$ cat src/rtl/cpu_controller.sv
// ---------------------------------------------------------------------------
// cpu_controller
//
// Multi-cycle control unit placed directly upstream of the datapath. It
// fetches 16-bit instructions into an instruction register (IR), decodes
// them and sequences the datapath control lines. It owns the program counter
// and the memory request handshake used for fetch, LDR and STR.
//
// Instruction fields: IR[15:13] opcode, IR[12:11] op, IR[10:8] Rn,
//                     IR[7:5] Rd, IR[4:3] sh, IR[2:0] Rm.
//
// Optional feature macro: CPU_BRANCH_EN
//   When it is defined, opcode 001 op 00 is a conditional PC-relative branch
//   with cond = IR[10:8]. When it is undefined, opcode 001 is an illegal
//   encoding.
//
// Parameters:
//   RESET_PC      PC value loaded on reset
//   ILLEGAL_HALT  1: an undefined encoding halts; 0: it behaves as a NOP
//
// Ports:
//   clk           system clock, rising edge
//   reset         asynchronous, active-high reset
//   mem_rdata     memory read data (the datapath takes it as mdata directly)
//   mem_ready     memory completes the current request on this edge
//   datapath_out  ALU result from the datapath
//   Z_out         status flags {V,N,Z}
//   mem_req       memory access request
//   mem_we        1 = write, 0 = read
//   mem_addr      access address
//   mem_wdata     store data (datapath_out while storing)
//   loads, asel, bsel, write, vsel, ALUop, shift  datapath controls
//   readA, readB, writenum                        register selects
//   PC            program counter
//   sximm5        sign-extended IR[4:0]
//   sximm8        sign-extended IR[7:0]
//   halted        high while halted
// ---------------------------------------------------------------------------
module cpu_controller #(
  parameter logic [7:0] RESET_PC     = 8'h00,
  parameter int         ILLEGAL_HALT = 0
) (
  input  logic        clk,
  input  logic        reset,
  input  logic [15:0] mem_rdata,
  input  logic        mem_ready,
  input  logic [15:0] datapath_out,
  input  logic [2:0]  Z_out,
  output logic        mem_req,
  output logic        mem_we,
  output logic [7:0]  mem_addr,
  output logic [15:0] mem_wdata,
  output logic        loads,
  output logic        asel,
  output logic        bsel,
  output logic        write,
  output logic [1:0]  vsel,
  output logic [1:0]  ALUop,
  output logic [1:0]  shift,
  output logic [2:0]  readA,
  output logic [2:0]  readB,
  output logic [2:0]  writenum,
  output logic [7:0]  PC,
  output logic [15:0] sximm5,
  output logic [15:0] sximm8,
  output logic        halted
);

  typedef enum logic [2:0] {
    S_RESET,
    S_FETCH,
    S_DECODE,
    S_EXEC,
    S_ADDR,
    S_LOAD,
    S_STORE,
    S_HALT
  } state_t;

  // Where the decoder sends an encoding it does not recognise.
  localparam state_t ILLEGAL_NEXT = (ILLEGAL_HALT != 0) ? S_HALT : S_FETCH;

  state_t      state_q;
  state_t      decode_next_d;
  logic [7:0]  pc_q;
  logic [7:0]  data_addr_q;
  logic [15:0] ir_q;

  // Instruction fields
  logic [2:0] opcode;
  logic [1:0] op;
  logic [2:0] rn;
  logic [2:0] rd;
  logic [1:0] sh;
  logic [2:0] rm;

  assign opcode = ir_q[15:13];
  assign op     = ir_q[12:11];
  assign rn     = ir_q[10:8];
  assign rd     = ir_q[7:5];
  assign sh     = ir_q[4:3];
  assign rm     = ir_q[2:0];

  // -------------------------------------------------------------------------
  // Optional conditional branch
  // -------------------------------------------------------------------------
`ifdef CPU_BRANCH_EN
  logic       is_branch_d;
  logic       branch_taken_d;
  logic [7:0] pc_branch_d;
  logic       flag_z;
  logic       flag_n;
  logic       flag_v;

  assign flag_z      = Z_out[0];
  assign flag_n      = Z_out[1];
  assign flag_v      = Z_out[2];
  assign is_branch_d = (opcode == 3'b001) && (op == 2'b00);
  // PC already points past the branch; the offset wraps within 8 bits.
  assign pc_branch_d = pc_q + ir_q[7:0];

  always_comb begin
    branch_taken_d = 1'b0;
    case (rn)
      3'b000:  branch_taken_d = 1'b1;
      3'b001:  branch_taken_d = flag_z;
      3'b010:  branch_taken_d = !flag_z;
      3'b011:  branch_taken_d = (flag_n != flag_v);
      3'b100:  branch_taken_d = (flag_n != flag_v) || flag_z;
      default: branch_taken_d = 1'b0;
    endcase
  end
`else
  // Status flags only matter to the branch; fold them so they are not dangling.
  logic unused_status;
  assign unused_status = ^Z_out;
`endif

  // -------------------------------------------------------------------------
  // Decode: choose the state that follows S_DECODE
  // -------------------------------------------------------------------------
  always_comb begin
    decode_next_d = ILLEGAL_NEXT;
    case (opcode)
      3'b110, 3'b101: decode_next_d = S_EXEC;
      3'b011, 3'b100: begin
        if (op == 2'b00) begin
          decode_next_d = S_ADDR;
        end
      end
      3'b111: decode_next_d = S_HALT;
`ifdef CPU_BRANCH_EN
      3'b001: begin
        if (op == 2'b00) begin
          decode_next_d = S_EXEC;
        end
      end
`endif
      default: decode_next_d = ILLEGAL_NEXT;
    endcase
  end

  // -------------------------------------------------------------------------
  // State, PC, IR and data address
  // -------------------------------------------------------------------------
  always_ff @(posedge clk or posedge reset) begin
    if (reset) begin
      state_q     <= S_RESET;
      pc_q        <= RESET_PC;
      ir_q        <= 16'h0000;
      data_addr_q <= 8'h00;
    end else begin
      case (state_q)
        S_RESET: state_q <= S_FETCH;
        S_FETCH: begin
          if (mem_ready) begin
            ir_q    <= mem_rdata;
            pc_q    <= pc_q + 8'd1;
            state_q <= S_DECODE;
          end
        end
        S_DECODE: state_q <= decode_next_d;
        S_EXEC: begin
`ifdef CPU_BRANCH_EN
          if (is_branch_d && branch_taken_d) begin
            pc_q <= pc_branch_d;
          end
`endif
          state_q <= S_FETCH;
        end
        S_ADDR: begin
          // Only the low byte of the effective address reaches memory.
          data_addr_q <= datapath_out[7:0];
          state_q     <= (opcode == 3'b011) ? S_LOAD : S_STORE;
        end
        S_LOAD, S_STORE: begin
          if (mem_ready) begin
            state_q <= S_FETCH;
          end
        end
        S_HALT:  state_q <= S_HALT;
        default: state_q <= S_RESET;
      endcase
    end
  end

  // -------------------------------------------------------------------------
  // Control outputs: decoded from the registered state and IR only, so they
  // are glitch-free relative to the inputs (except write during a load,
  // which must follow mem_ready on the completing edge). Because state
  // resets asynchronously, mem_req drops the instant reset rises.
  // -------------------------------------------------------------------------
  always_comb begin
    mem_req   = 1'b0;
    mem_we    = 1'b0;
    mem_addr  = 8'h00;
    mem_wdata = 16'h0000;
    loads     = 1'b0;
    asel      = 1'b0;
    bsel      = 1'b0;
    write     = 1'b0;
    vsel      = 2'b00;
    ALUop     = 2'b00;
    shift     = 2'b00;
    readA     = 3'b000;
    readB     = 3'b000;
    writenum  = 3'b000;
    halted    = 1'b0;

    case (state_q)
      S_FETCH: begin
        mem_req  = 1'b1;
        mem_addr = pc_q;
      end
      S_EXEC: begin
        case ({opcode, op})
          5'b110_10: begin            // MOV Rn,#im8
            vsel     = 2'b10;
            writenum = rn;
            write    = 1'b1;
          end
          5'b110_00: begin            // MOV Rd,Rm,sh (A operand forced to 0)
            asel     = 1'b1;
            readB    = rm;
            shift    = sh;
            writenum = rd;
            write    = 1'b1;
          end
          5'b101_00, 5'b101_10, 5'b101_11: begin  // ADD / AND / MVN
            readA    = rn;
            readB    = rm;
            shift    = sh;
            ALUop    = op;
            writenum = rd;
            write    = 1'b1;
          end
          5'b101_01: begin            // CMP: only the status register loads
            readA = rn;
            readB = rm;
            shift = sh;
            ALUop = 2'b01;
            loads = 1'b1;
          end
          default: ;                  // branch and unused ops drive nothing
        endcase
      end
      S_ADDR: begin                   // Rn + sximm5
        readA = rn;
        bsel  = 1'b1;
      end
      S_LOAD: begin
        mem_req  = 1'b1;
        mem_addr = data_addr_q;
        vsel     = 2'b11;
        writenum = rd;
        write    = mem_ready;
      end
      S_STORE: begin                  // Rd passed through with A forced to 0
        mem_req   = 1'b1;
        mem_we    = 1'b1;
        mem_addr  = data_addr_q;
        readB     = rd;
        asel      = 1'b1;
        mem_wdata = datapath_out;
      end
      S_HALT: halted = 1'b1;
      default: ;
    endcase
  end

  assign PC     = pc_q;
  assign sximm5 = {{11{ir_q[4]}}, ir_q[4:0]};
  assign sximm8 = {{8{ir_q[7]}}, ir_q[7:0]};

endmodule
$ cat config.mk
export PLATFORM = sky130hd
export DESIGN_NAME = cpu_controller
export DESIGN_NICKNAME = d
export VERILOG_FILES = /design/src/rtl/cpu_controller.sv
export SDC_FILE = /design/constraint.sdc
export NUM_CORES = 1
export LEC_CHECK = 0
export ABC_AREA = 1
export BUFFER_PORTS_ARGS = -buffer_cell sky130_fd_sc_hd__buf_2
export CAP_MARGIN = 25
export CORE_MARGIN = 4
export CORE_UTILIZATION = 49
export DETAILED_ROUTE_END_ITERATION = 8
export PLACE_DENSITY = 0.83
export SETUP_SLACK_MARGIN = 0.2
export SLEW_MARGIN = 5
export SYNTH_ARGS = -nofsm -noshare
export SYNTH_HDL_FRONTEND = slang
export SYNTH_SLANG_ARGS = --single-unit
$ cat constraint.sdc
create_clock -name clk -period 3.25 [get_ports clk]
set_input_delay 0.65 -clock clk [delete_from_list [all_inputs] [get_ports clk]]
set_output_delay 0.65 -clock clk [all_outputs]
set_load 0.02 [all_outputs]
* Word level (Yosys, flattened, before mapping) *
Cells that the tools add are included.
W data, S select, Z words.

word-level totals
  register bits = 35
  bits of input ports = 38
  output and inout port bits = 86

operators by class
  add/sub/neg operators = 1
  equality and inequality tests = 20
  multiplexer cells = 30
  reductions and logical operators = 14

operator list
  kind                   number
  $eq A5 B5 Y1 const B   6
  $eq A3 B3 Y1 const B   8
  $pmux W3 S2            4
  $pmux W3 S6            1
  $mux W16               1
  $pmux W8 S2            1
  $mux W3                5
  $mux W2                5
  $reduce_or A5 Y1       2
  $eq A3 B2 Y1 const B   3
  $pmux W3 S3            1
  $add A8 B1 Y8 const B  1
  $mux W1                8
  $pmux W2 S2            2
  $reduce_or A2 Y1       4
  $reduce_or A4 Y1       2
  $reduce_or A3 Y1       2
  $pmux W1 S2            2
  $reduce_and A2 Y1      2
  $eq A3 B1 Y1 const B   1
  $logic_not A3 Y1       1
  $logic_not A2 Y1       1
  $ne A2 B1 Y1 const B   1
  $ne A2 B2 Y1 const B   1

* Logic depth before layout (Yosys ltp) *
Gate-level depths: netlist of run 1.

  depth in word-level cells = 4
  depth in mapped cells = 7
  mapped depth without buffers = 7

* Worst setup path after synthesis of run 1 *
No wires, ideal clock.

  path type = register -> output
  start point = register state_q[2]
  end point = output asel
  data arrival time = 1.415 ns
  setup slack = 1.185 ns
  stages on the path, launching flop included = 6
  path buffers = 0
  cells stage by stage = dfrtp_1 > inv_2 > nand2_1 > nor2_4 > inv_2 > o21ai_0

between the ends
  longest elaborated chain between the ends = 2
  elaborated cells between the ends (all ways) = 3
  classes of those cells = 2 x eq/ne; 1 x mux

RTL lines
  what                                          RTL line  RTL
  start, declared                               83        state_t state_q;
  start signal, assigned                        182       S_DECODE: state_q <= decode_next_d;
  start signal, assigned                        194       state_q <= (opcode == 3'b011) ? S_LOAD : S_STORE;
  $eq A3 B3 Y1 or $eq A3 B2 Y1 (tied branches)  230       case (state_q)
  $pmux W1 S2 *                                 230
  end, declared                                 54        output logic asel,

Every way passes the cells marked *; elsewhere a longest branch is shown, timed or not.

* Final worst setup path of run 1 *
  start point = register state_q[1]
  end point = output mem_addr[1]

between the ends
  longest elaborated chain between the ends = 3
  elaborated cells between the ends (all ways) = 5
  classes of those cells = 3 x eq/ne; 1 x mux; 1 x reduce/logical

RTL lines
  what                        RTL line  RTL
  $eq A3 B3 Y1                230
  $reduce_or A2 Y1 (no line)  --
  $pmux W8 S2 *               230
  end, declared               51        output logic [7:0] mem_addr,

Marks and branches as above.

==> results of run 1 <==
[layout make-up]
| class | instances | area, um2 |
|---|---|---|
| clock buffers | 7 | 96.3 |
| inverters | 49 | 191 |
| fillers | 410 | 1860 |
| well taps | 54 | 67.6 |
| repair buffers | 121 | 608 |
| clock inverters | 1 | 7.51 |
| multi-input cells | 216 | 990 |
| flip-flops and latches | 35 | 876 |
[layout by cell type, fill, tap and decap left out, drive strengths merged]
cell | netlist | routed
a21oi | 1 | 1
buf | 39 | 121
clkbuf | 0 | 7
clkinv | 1 | 1
clkinvlp | 0 | 1
dfrtp | 35 | 35
ha | 1 | 1
inv | 48 | 48
nand2 | 118 | 118
nand3 | 20 | 20
nand3b | 2 | 2
nand4 | 3 | 3
nor2 | 38 | 38
nor3 | 1 | 1
o21ai | 27 | 27
xor2 | 5 | 5
[registers in the layout (all words and copies together), names as in the netlist]
| name | cells |
|---|---|
| PC | 8 |
| ir_q | 16 |
| state_q | 3 |
| data_addr_q | 8 |
[power groups by stage]
| stage | registers, uW | logic, uW | clock network [uW] |
|---|---|---|---|
| 2_1_floorplan | 882 | 1380 | 0 |
| 3_3_place_gp | 880 | 1560 | 0 |
| 3_5_place_dp | 891 | 1590 | 0 |
| 4_1_cts | 884 | 1600 | 356 |
| 5_1_grt | 922 | 1740 | 381 |
| 6_report | 886 | 1580 | 353 |
[critical path, cell delays in order, from the launching register on]
cell     delay [ns]
dfrtp_1        0.60
nand3_2        0.41
nand2_2        0.32
nand2_1        0.08
o21ai_0        0.09
buf_2          0.20
[kinds of logic after synthesis]
family / count (synthesis)
adders and majority gates: 1
buffers and inverters: 88
DFF: 35
and+or+nand+nor: 182
xor gates and xnor gates: 5
AOI/OAI and AO/OA: 28
[worst min-delay path by stage]
stage | startpoint | to | slack, ns | depth (start not counted)
3_3_place_gp | data_addr_q[6]$_DFFE_PP0P_ | data_addr_q[6]$_DFFE_PP0P_ | 0.47 | 2
5_1_grt | reset | ir_q[4]$_DFFE_PP0P_ | 0.51 | 2
2_1_floorplan | data_addr_q[0]$_DFFE_PP0P_ | data_addr_q[0]$_DFFE_PP0P_ | 0.45 | 2
4_1_cts | reset | ir_q[4]$_DFFE_PP0P_ | 0.48 | 2
6_report | reset | ir_q[4]$_DFFE_PP0P_ | 0.45 | 2
3_5_place_dp | data_addr_q[6]$_DFFE_PP0P_ | data_addr_q[6]$_DFFE_PP0P_ | 0.47 | 2
[per-layer routing]
layer	GRT usage [%]	routed length, um
met1	23.1	2400
met4	6.58	97
met3	5.22	436
met5	0	0
met2	35.8	2880
[per-stage QoR]
stage          hold slack, ns  cell area (um2)  utilization [%]  setup slack (ns)  power (uW)
2_1_floorplan           0.453             2370                -              1.18        2260
3_3_place_gp            0.467             2730             58.2              1.01        2450
3_5_place_dp            0.474             2730             58.2             0.919        2480
4_1_cts                 0.480             2840             60.5             0.613        2840
5_1_grt                 0.511             2840             60.5             0.471        3040
6_report                0.454             2840             60.5             0.614        2820
==> impl_results.md, run 1 <==
* Synth unique cells at 28
* Clk pwr share at between 10 and 15%
* Post-synthesis compound-gate area fraction at 6.08%
* Synthesis-to-finish area growth at 19.9%
* Synth top area share at ~37%
* Worst slew pin tran at between 0.6 and 0.7 ns
* Routed wire per std cell at roughly 12 um
* Vias per inst at around 4.8
* R2R depth at 6
* Final setup TNS at 0 ns
* Sw Pwr at 1500 uW
* Combinational group share of total power at 56.1%
* Core Footprint at 4690 um2
* Largest family of logic cells by synthesized area: simple AND/OR/NAND/NOR gates
* Critical Path AT at 1.99 ns
* Antenna violations before repair at 0
* Starting density of the core at between 50% and 60%
* Clock transition at the registers of the reported paths at about 0.07 ns
* Worst min path class: in -> async
* CTS Buffer Depth at 2
* Lkg Pwr at ~0.0018 uW
* Post-Syn Nets at 378
* Max-slew headroom at roughly 55%
* Flop pwr share at roughly a third
* Postcts setup bufs at 0
* Vias at ~2,300
* CTS tree: done
* Final GP Congestion at between 0.8 and 0.9
* Setup slack, reg-to-reg at between 1.5 and 2 ns
* Nets at between 400 and 500
* Ports at 124
* Post-cts sizing count at 0
* Critical path type: reg -> out
* Cell Pwr Density at ~1000 nW/um2
* Max-cap violation count at 0
* Simple-Gate Fraction of Synth Area at approximately a third
* Period Utilization, post-route at about 81%
* Drt first pass iters at 4
* ANT cells at 0
* Power Internal at 1320 uW
* Initial DRC Count at between 100 and 150
* Predominant post-synthesis flop cell: dfrtp_1
* Die Ht at slightly below 80 um
* Fraction of layout instances using a drive strength above 1 at 33.3%
* Final Hold Vio Count at 0
* Adder-cell share of the synthesized area at 0.529%
* Worst skew pair latency at a little under 0.3 ns
* H-Tree Depth at 2
* Post-synthesis sequential area ratio at between 30 and 40%
* Cells after DPL at between 400 and 500
* First-pass GRT wire length at 9840 um
* CP Capture Point: mem_addr[1]
* # setup viols final at 0
* Total GRT Usage at 20.0%
* Vias in the first global route at about 2,300
* Crit path max fanout at 19
* Cell Rows at 25
* Full die area at ~6000 um2
* Worst endpoint required time at 2.60 ns
* Tmin final at ~2.6 ns
* Setup crit start kind: flop
* RSZ-0062 raised after global routing: false
* Cell Area, Synth at between 2000 and 2500 um2
* Status: finished, final reports clean
* Most common cell in the netlist: nand2_1
* Switching share of power at between 50% and 60%
* Multiplexer area fraction after synthesis at 0%
* Die X at about 77 um
* Avg Inst Size Synth at approximately 7 um2
* Area contributors post-synth: dfrtp_1 37%, nand2_1 19%, buf_4 10%, inv_1 7.0%, nor2_1 5.4%
* PortBufs at 120
* Non-filler cells, final at 483
* Synth top cells by count: 117 x nand2_1, 44 x inv_1, 35 x dfrtp_1
* Worst reg2reg endpoint: PC[3]$_DFFE_PP0P_
* Area leader, netlist: dfrtp_1
* Total Wirelength at ~5800 um
* Hold Buf Count CTS at 0
* Final-report max-slew violation count at 0
* Async S/R FF share, synth at 100%
* VDD IR max at 0.447 mV
* Endpoint class of the critical path: output port
* Worst Skew at 0.00729 ns
* CTS Sinks at 35
* Worst r2r src: state_q[0]$_DFFE_PP0P_
* Post-DP HPWL at 4520 um
* CP Launch Point: state_q[1]$_DFFE_PP0P_
* Ys Warns at 0
* Post-route ant nets at 0
* Synth Area in XOR/XNOR at approximately 1.9%
* FF+latch count, synth at 35
* Mapped Cells at 339
* Largest net degree at the start of global routing at 33
* Post-synth EDFFs at 0
* TritonCTS Buffers at 5
* CTS root buf: clkbuf_8
* GRT overflow at 0
* Achievable Freq at ~0.38 GHz
* Residual DRC at 0
Note: power is estimated with default switching activity, not from simulation.
==> run 2: changes to the inputs <==
--- a/config.mk
+++ b/config.mk
@@ -9,9 +9,9 @@
 export BUFFER_PORTS_ARGS = -buffer_cell sky130_fd_sc_hd__buf_2
 export CAP_MARGIN = 25
 export CORE_MARGIN = 4
-export CORE_UTILIZATION = 49
+export CORE_UTILIZATION = 41
 export DETAILED_ROUTE_END_ITERATION = 8
-export PLACE_DENSITY = 0.83
+export PLACE_DENSITY = 0.74
 export SETUP_SLACK_MARGIN = 0.2
 export SLEW_MARGIN = 5
 export SYNTH_ARGS = -nofsm -noshare
==> constraint.sdc (replaced) <==
create_clock -name clk -period 2.22 [get_ports clk]
set_input_delay 0.444 -clock clk [delete_from_list [all_inputs] [get_ports clk]]
set_output_delay 0.444 -clock clk [all_outputs]
set_load 0.02 [all_outputs]
==> run 2 against run 1 <==
Effect of this change:
- register-to-register slack worse by 1.1 ns
- largest cell class unchanged
- final cell count up 6.0%
- critical endpoint is now readA[0]
- critical path depth up 1
- first-iteration DRC count down 23%
==> impl_results.md, run 2 (synthesis results as in run 1) <==
* Status: finished, final reports clean (unchanged)
* Final Hold Vio Count at 0 (unchanged)
* VDD IR max at 0.690 mV (was 0.447 mV)
* Ports at 124 (unchanged)
* Lkg Pwr at 0.00186 uW (was 0.00179 uW)
* Most frequent cells in the layout: 112 x nand2_1, 108 x buf_2, 42 x inv_1 (was 120 x buf_2, 117 x nand2_1, 44 x inv_1)
* Most flop-heavy register: ir_q (unchanged)
* Total GRT Usage at 17.3% (was 20.0%)
* Final setup TNS at 0 ns (unchanged)
* Achievable Freq at ~0.5 GHz
* Post-Place Worst Slack at 0.335 ns (was 0.919 ns)
* Post-DP HPWL at 4570 um (was 4520 um)
* Tmin final at approximately 2.0 ns
* First-pass GRT wire length at 10,000 um (was 9840 um)
* Worst skew pair latency at 0.28 ns (was 0.29 ns)
* RSZ-0062 raised after global routing: true (was false)
* Period Utilization, post-route at between 80% and 90%
* ANT cells at 0 (unchanged)
* Worst Skew at 0.00568 ns (was 0.00729 ns)
* Synthesis-to-finish area growth at 29.2% (was 19.9%)
* Residual DRC at 0 (unchanged)
* TritonCTS Buffers at 5 (unchanged)
* CTS Buffer Depth at 2 (unchanged)
* Setup crit start kind: flop (unchanged)
* Die X at 84.0 um (was 77.5 um)
* Fill count at 558 (was 410)
* Vias per inst at 4.58 (was 4.85)
* Final-report max-slew violation count at 0 (unchanged)
* Crit path max fanout at 5 (was 19)
* Antenna violations before repair at 0 (unchanged)
* # setup viols final at 0 (unchanged)
* Total Wirelength at 6160 um (was 5820 um)
* Routed wire per std cell at 12.0 um (about the same)
* CTS root buf: clkbuf_8 (unchanged)
* Full die area at 7050 um2 (was 6000 um2)
* Initial DRC Count at 106 (was 137)
* CTS tree: done (unchanged)
* Vias at 2,346 (was 2,341)
* Clock transition at the registers of the reported paths at 0.07 ns (about the same)
* Worst endpoint required time at 1.78 ns (was 2.60 ns)
* Largest register FFs at 16 (unchanged)
* Starting density of the core at 42.7% (was 50.4%)
* Drt first pass iters at 4 (unchanged)
* Worst min path class: in -> async (unchanged)
* H-Tree Depth at 2 (unchanged)
* Die Ht at 84.0 um (was 77.5 um)
* Post-route worst setup slack at 0.245 ns (was 0.614 ns)
* Final GP Congestion at 0.823 (was 0.900)
* Fraction of layout instances using a drive strength above 1 at 38.9% (was 33.3%)
* Vias in the first global route at 2,159 (was 2,270)
* Endpoint class of the critical path: output port (unchanged)
* Setup slack, reg-to-reg at 0.58 ns (was 1.66 ns)
* Max-slew headroom at 69.9% (was 54.9%)
* PortBufs at 120 (unchanged)
* GRT overflow at 0 (unchanged)
* Critical path type: reg -> out (unchanged)
* Core Footprint at 5540 um2 (was 4690 um2)
* Commonest non-fill, non-tap cell in the layout: nand2_1 (was buf_2)
* Largest net degree at the start of global routing at 36 (was 33)
* Critical Path AT at 1.53 ns (was 1.99 ns)
* CTS Sinks at 35 (unchanged)
* Post-route ant nets at 0 (unchanged)
* Nets at 478 (was 467)
* Worst slew pin tran at 0.452 ns (was 0.675 ns)
* Cell Rows at 27 (was 25)
* Max-cap violation count at 0 (unchanged)
* Cell Pwr Density at 1450 nW/um2 (was 996 nW/um2)
==> run 2: cell types whose count changed in the layout (fill, tap and decap cells not counted), moves of 3 or more <==
| cell | previous run | this run |
|---|---|---|
| nand2_4 | 0 | 3 |
| nand2_2 | 1 | 4 |
| buf_4 | 1 | 22 |
| dfrtp_1 | 35 | 30 |
| nand2_1 | 117 | 112 |
| buf_2 | 120 | 108 |
| dfrtp_2 | 0 | 5 |
| nor2_1 | 34 | 30 |
==> run 2: worst paths after layout <==
path	depth (start not counted)	from	end
max reg2reg	7	state_q[0]$_DFFE_PP0P_	PC[3]$_DFFE_PP0P_
min in group clk	3	mem_rdata[0]	ir_q[0]$_DFFE_PP0P_
min	3	reset	data_addr_q[6]$_DFFE_PP0P_
max in group asynchronous	3	reset	ir_q[15]$_DFFE_PP0P_
min reg2reg	2	data_addr_q[0]$_DFFE_PP0P_	data_addr_q[0]$_DFFE_PP0P_
max	6	state_q[2]$_DFFE_PP0P_	readA[0]
==> run 2: layout make-up <==
type                    instances  area, um2  share of cell area [%]
clock inverters                 3       43.8                    1.43
well taps                      72       90.1                    2.95
clock buffers                   5       68.8                    2.25
multi-input cells             217       1060                    34.5
flip-flops and latches         35        882                    28.8
inverters                      49        196                    6.42
repair buffers                131        721                    23.6
==> run 2: critical path, stage by stage (launching register included) <==
cell,delay (ns)
dfrtp_2,0.42
inv_2,0.06
buf_4,0.16
nor3_4,0.26
nor2_2,0.08
nor2_1,0.09
buf_2,0.17
==> run 2: metal layers <==
layer	track usage (%)	vias up	wire length, um
met5	0	-	0
met4	3.95	0	45
met3	5.73	4	530
met2	29.4	93	3010
met1	21.3	1048	2580
li1	-	1201	-
==> run 2: where the power goes <==
group	switching, uW	internal (uW)	total, uW
logic	1720	854	2570
registers	349	953	1300
clock network	240	334	574
total	2300	2140	4450
==> run 2: metrics by stage <==
stage	util, %	area [um2]	hold WS (ns)	instances	total power, uW
global placement	50.0	2770	0.465	495	3620
global route	55.2	3060	0.279	512	4820
detailed placement	50.0	2770	0.473	495	3660
finish	55.2	3060	0.242	512	4450
floorplan	-	2370	0.453	339	3310
CTS	52.5	2910	0.255	505	4290
==> run 2: timing repair <==
item | in CTS | in global routing
gates resized for setup | 4 | 37
hold endpoints to repair | 0 | 0
hold buffers | 0 | 0
pin swaps | 0 | 8
cloned | 0 | 1
endpoints found under the setup margin | 29 | 41
setup buffers | 2 | 6
==> run 3: changes to the inputs <==
--- a/config.mk
+++ b/config.mk
@@ -8,8 +8,8 @@
 export ABC_AREA = 1
 export BUFFER_PORTS_ARGS = -buffer_cell sky130_fd_sc_hd__buf_2
 export CAP_MARGIN = 25
-export CORE_MARGIN = 4
 export CORE_UTILIZATION = 41
+export CTS_CLUSTER_DIAMETER = 40
 export DETAILED_ROUTE_END_ITERATION = 8
 export PLACE_DENSITY = 0.74
 export SETUP_SLACK_MARGIN = 0.2
==> run 3 against run 2 <==
Effect of this change:
- global-route usage grew 2.7 points
- cell area is 3.9% higher
- worst hold slack improved by 0.0033 ns
- power is 2.5% higher
- via count grew 1.7%
- worst setup slack lost 0.077 ns
- utilization is 2.1 points higher
- sequential share of layout area decreased by 1.0 points
- sequential cell count did not move
- clock-buffer cell count increased by 2
- register-to-register slack about the same
- largest cell class unchanged
==> impl_results.md, run 3 (synthesis results as in run 1) <==
* Die X at 78.0 um (was 84.0 um)
* # setup viols final at 0 (unchanged)
* Worst Skew at 0.00401 ns (was 0.00568 ns)
* Cell Rows at 27 (unchanged)
* Sw Pwr at 2350 uW (was 2300 uW)
* FF+latch area at 883 um2 (was 882 um2)
* Final setup TNS at 0 ns (unchanged)
* Worst min path class: in -> async (unchanged)
* Largest register FFs at 16 (unchanged)
* H-Tree Depth at 2 (unchanged)
* ANT cells at 0 (unchanged)
* Synthesis-to-finish area growth at 34.3% (was 29.2%)
* Core Footprint at 5540 um2 (unchanged)
* Period Utilization, post-route at 92.5% (was 89.0%)
* Post-DP HPWL at 4290 um (was 4570 um)
* Most frequent cells in the layout: 112 x nand2_1, 100 x buf_2, 41 x inv_1 (was 112 x nand2_1, 108 x buf_2, 42 x inv_1)
* TritonCTS Buffers at 5 (unchanged)
* Multi-input logic area at 1060 um2 (about the same)
* PnR Total Power at 4560 uW (was 4450 uW)
* Total GRT Usage at 20.0% (was 17.3%)
* Status: finished, final reports clean (unchanged)
* Switching share of power at 51.5% (was 51.8%)
* Initial DRC Count at 115 (was 106)
* CTS Sinks at 35 (unchanged)
* Nets at 486 (was 478)
* Vias in the first global route at 2,047 (was 2,159)
* Power Internal at 2210 uW (was 2140 uW)
* Drt first pass iters at 4 (unchanged)
* Lkg Pwr at 0.00191 uW (was 0.00186 uW)
* Worst r2r src: state_q[2]$_DFFE_PP0P_ (was state_q[0]$_DFFE_PP0P_)
* Clock transition at the registers of the reported paths at 0.07 ns (about the same)
* Die Ht at 78.0 um (was 84.0 um)
* CTS tree: done (unchanged)
* Vias at 2,386 (was 2,346)
* Max-cap violation count at 0 (unchanged)
* Final GP Congestion at 0.795 (was 0.823)
* Ports at 124 (unchanged)
* Hold Buf Count CTS at 0 (unchanged)
* Most flop-heavy register: ir_q (unchanged)
* Fill count at 533 (was 558)
* RSZ-0062 raised after global routing: true (unchanged)
* Final design utilization at 57.3% (was 55.2%)
* Commonest non-fill, non-tap cell in the layout: nand2_1 (unchanged)
* Endpoint class of the critical path: output port (unchanged)
* Final Hold Vio Count at 0 (unchanged)
* Antenna violations before repair at 0 (unchanged)
* Area after DPL at 2770 um2 (unchanged)
* Largest net degree at the start of global routing at 36 (unchanged)
* Crit path max fanout at 6 (was 5)
* Vias per inst at 4.59 (was 4.58)
* CP Launch Point: state_q[1]$_DFFE_PP0P_ (was state_q[2]$_DFFE_PP0P_)
* Cell Pwr Density at 1430 nW/um2 (was 1450 nW/um2)
* Worst skew pair latency at 0.28 ns (about the same)
* VDD IR max at 0.758 mV (was 0.690 mV)
* Critical Path AT at 1.61 ns (was 1.53 ns)
* Starting density of the core at 42.7% (unchanged)
* Post-route ant nets at 0 (unchanged)
* CTS root buf: clkbuf_8 (unchanged)
* Routed wire per std cell at 11.9 um (was 12.0 um)
* Hold_ws at 0.246 ns (was 0.242 ns)
* Combinational group share of total power at 59.6% (was 57.8%)
* GRT overflow at 0 (unchanged)
* Worst slew pin tran at 0.450 ns (was 0.452 ns)
* Fraction of layout instances using a drive strength above 1 at 40.8% (was 38.9%)
* Total Wirelength at 6200 um (was 6160 um)
* Met3 Use GR at 4.24% (was 5.73%)
* Max-slew headroom at 70.0% (was 69.9%)
* Achievable Freq at 0.487 GHz (was 0.506 GHz)
* PortBufs at 120 (unchanged)
* Most used routing layer: met2 (unchanged)
* Clk pwr share at 11.3% (was 12.9%)
* First-pass GRT wire length at 9490 um (was 10,000 um)
* Worst endpoint required time at 1.78 ns (about the same)
* CTS Buffer Depth at 2 (unchanged)
* Critical path type: reg -> out (unchanged)
* Setup crit start kind: flop (unchanged)
* Final-report max-slew violation count at 0 (unchanged)
* Tmin final at 2.05 ns (was 1.98 ns)
* Met1 GRT Util at 24.7% (was 21.3%)
* Residual DRC at 0 (unchanged)
* Full die area at 6080 um2 (was 7050 um2)
* Cell area after layout at 3180 um2 (was 3060 um2)
* Met2 Usage GRT at 34.6% (was 29.4%)
* Flop pwr share at 29.1% (was 29.3%)
run 3: cell count changes in the layout (fill, tap and decap cells not counted), sizes merged:
cell,delta
bufinv,-1
clkbuf,+2
clkinvlp,+1
buf,+8
clkinv,-2
run 3: area by class of cell:
cell class | instances | area share, %
multi-input cells | 217 | 33.5
flip-flops and latches | 35 | 27.8
repair buffers | 139 | 26.3
inverters | 49 | 6.26
clock buffers | 7 | 3.03
well taps | 72 | 2.84
clock inverters | 1 | 0.236
run 3: per-stage QoR:
stage / instances / setup slack [ns]
global placement: 495 / 0.360
global route: 520 / 0.140
detailed placement: 495 / 0.330
CTS: 507 / 0.181
finish: 520 / 0.167
floorplan: 339 / 0.361
run 3: timing repair:
item | in CTS | in global routing
hold endpoints to repair | 0 | 0
gates cloned | 0 | 1
buffers inserted | 4 | 12
endpoints found under the setup margin | 25 | 40
gates resized for setup | 5 | 54
pin swaps | 0 | 9
run 3: routing by layer:
| layer | vias to the layer above | routed length [um] | share of wire [%] |
|---|---|---|---|
| li1 | 1211 | - | - |
| met4 | 0 | 51 | 0.82 |
| met1 | 1061 | 2610 | 42 |
| met3 | 6 | 413 | 6.7 |
| met2 | 108 | 3130 | 50 |
| met5 | - | 0 | 0 |
run 3: final timing paths:
kind | end | slack [ns] | cells past startpoint
max | readA[1] | 0.17 | 6
min | data_addr_q[6]$_DFFE_PP0P_ | 0.25 | 3
max reg2reg | PC[3]$_DFFE_PP0P_ | 0.59 | 7
min reg2reg | data_addr_q[1]$_DFFE_PP0P_ | 0.49 | 2
max in group asynchronous | ir_q[15]$_DFFE_PP0P_ | 1.63 | 3
min in group clk | ir_q[0]$_DFFE_PP0P_ | 0.35 | 3
run 3: power by group through the flow:
stage | clock, uW | combinational (uW) | sequential (uW)
after global placement | 0 | 2310 | 1290
after global routing | 560 | 2970 | 1380
after CTS | 529 | 2440 | 1310
after floorplan | 0 | 2020 | 1290
after detailed placement | 0 | 2340 | 1320
final | 515 | 2720 | 1330
run 3: worst max-delay path, stage by stage, from the launching register on:
cell     delay [ns]
dfrtp_2        0.50
buf_6          0.15
buf_12         0.11
nor3_4         0.19
nor2_2         0.08
nor2_1         0.14
buf_4          0.16
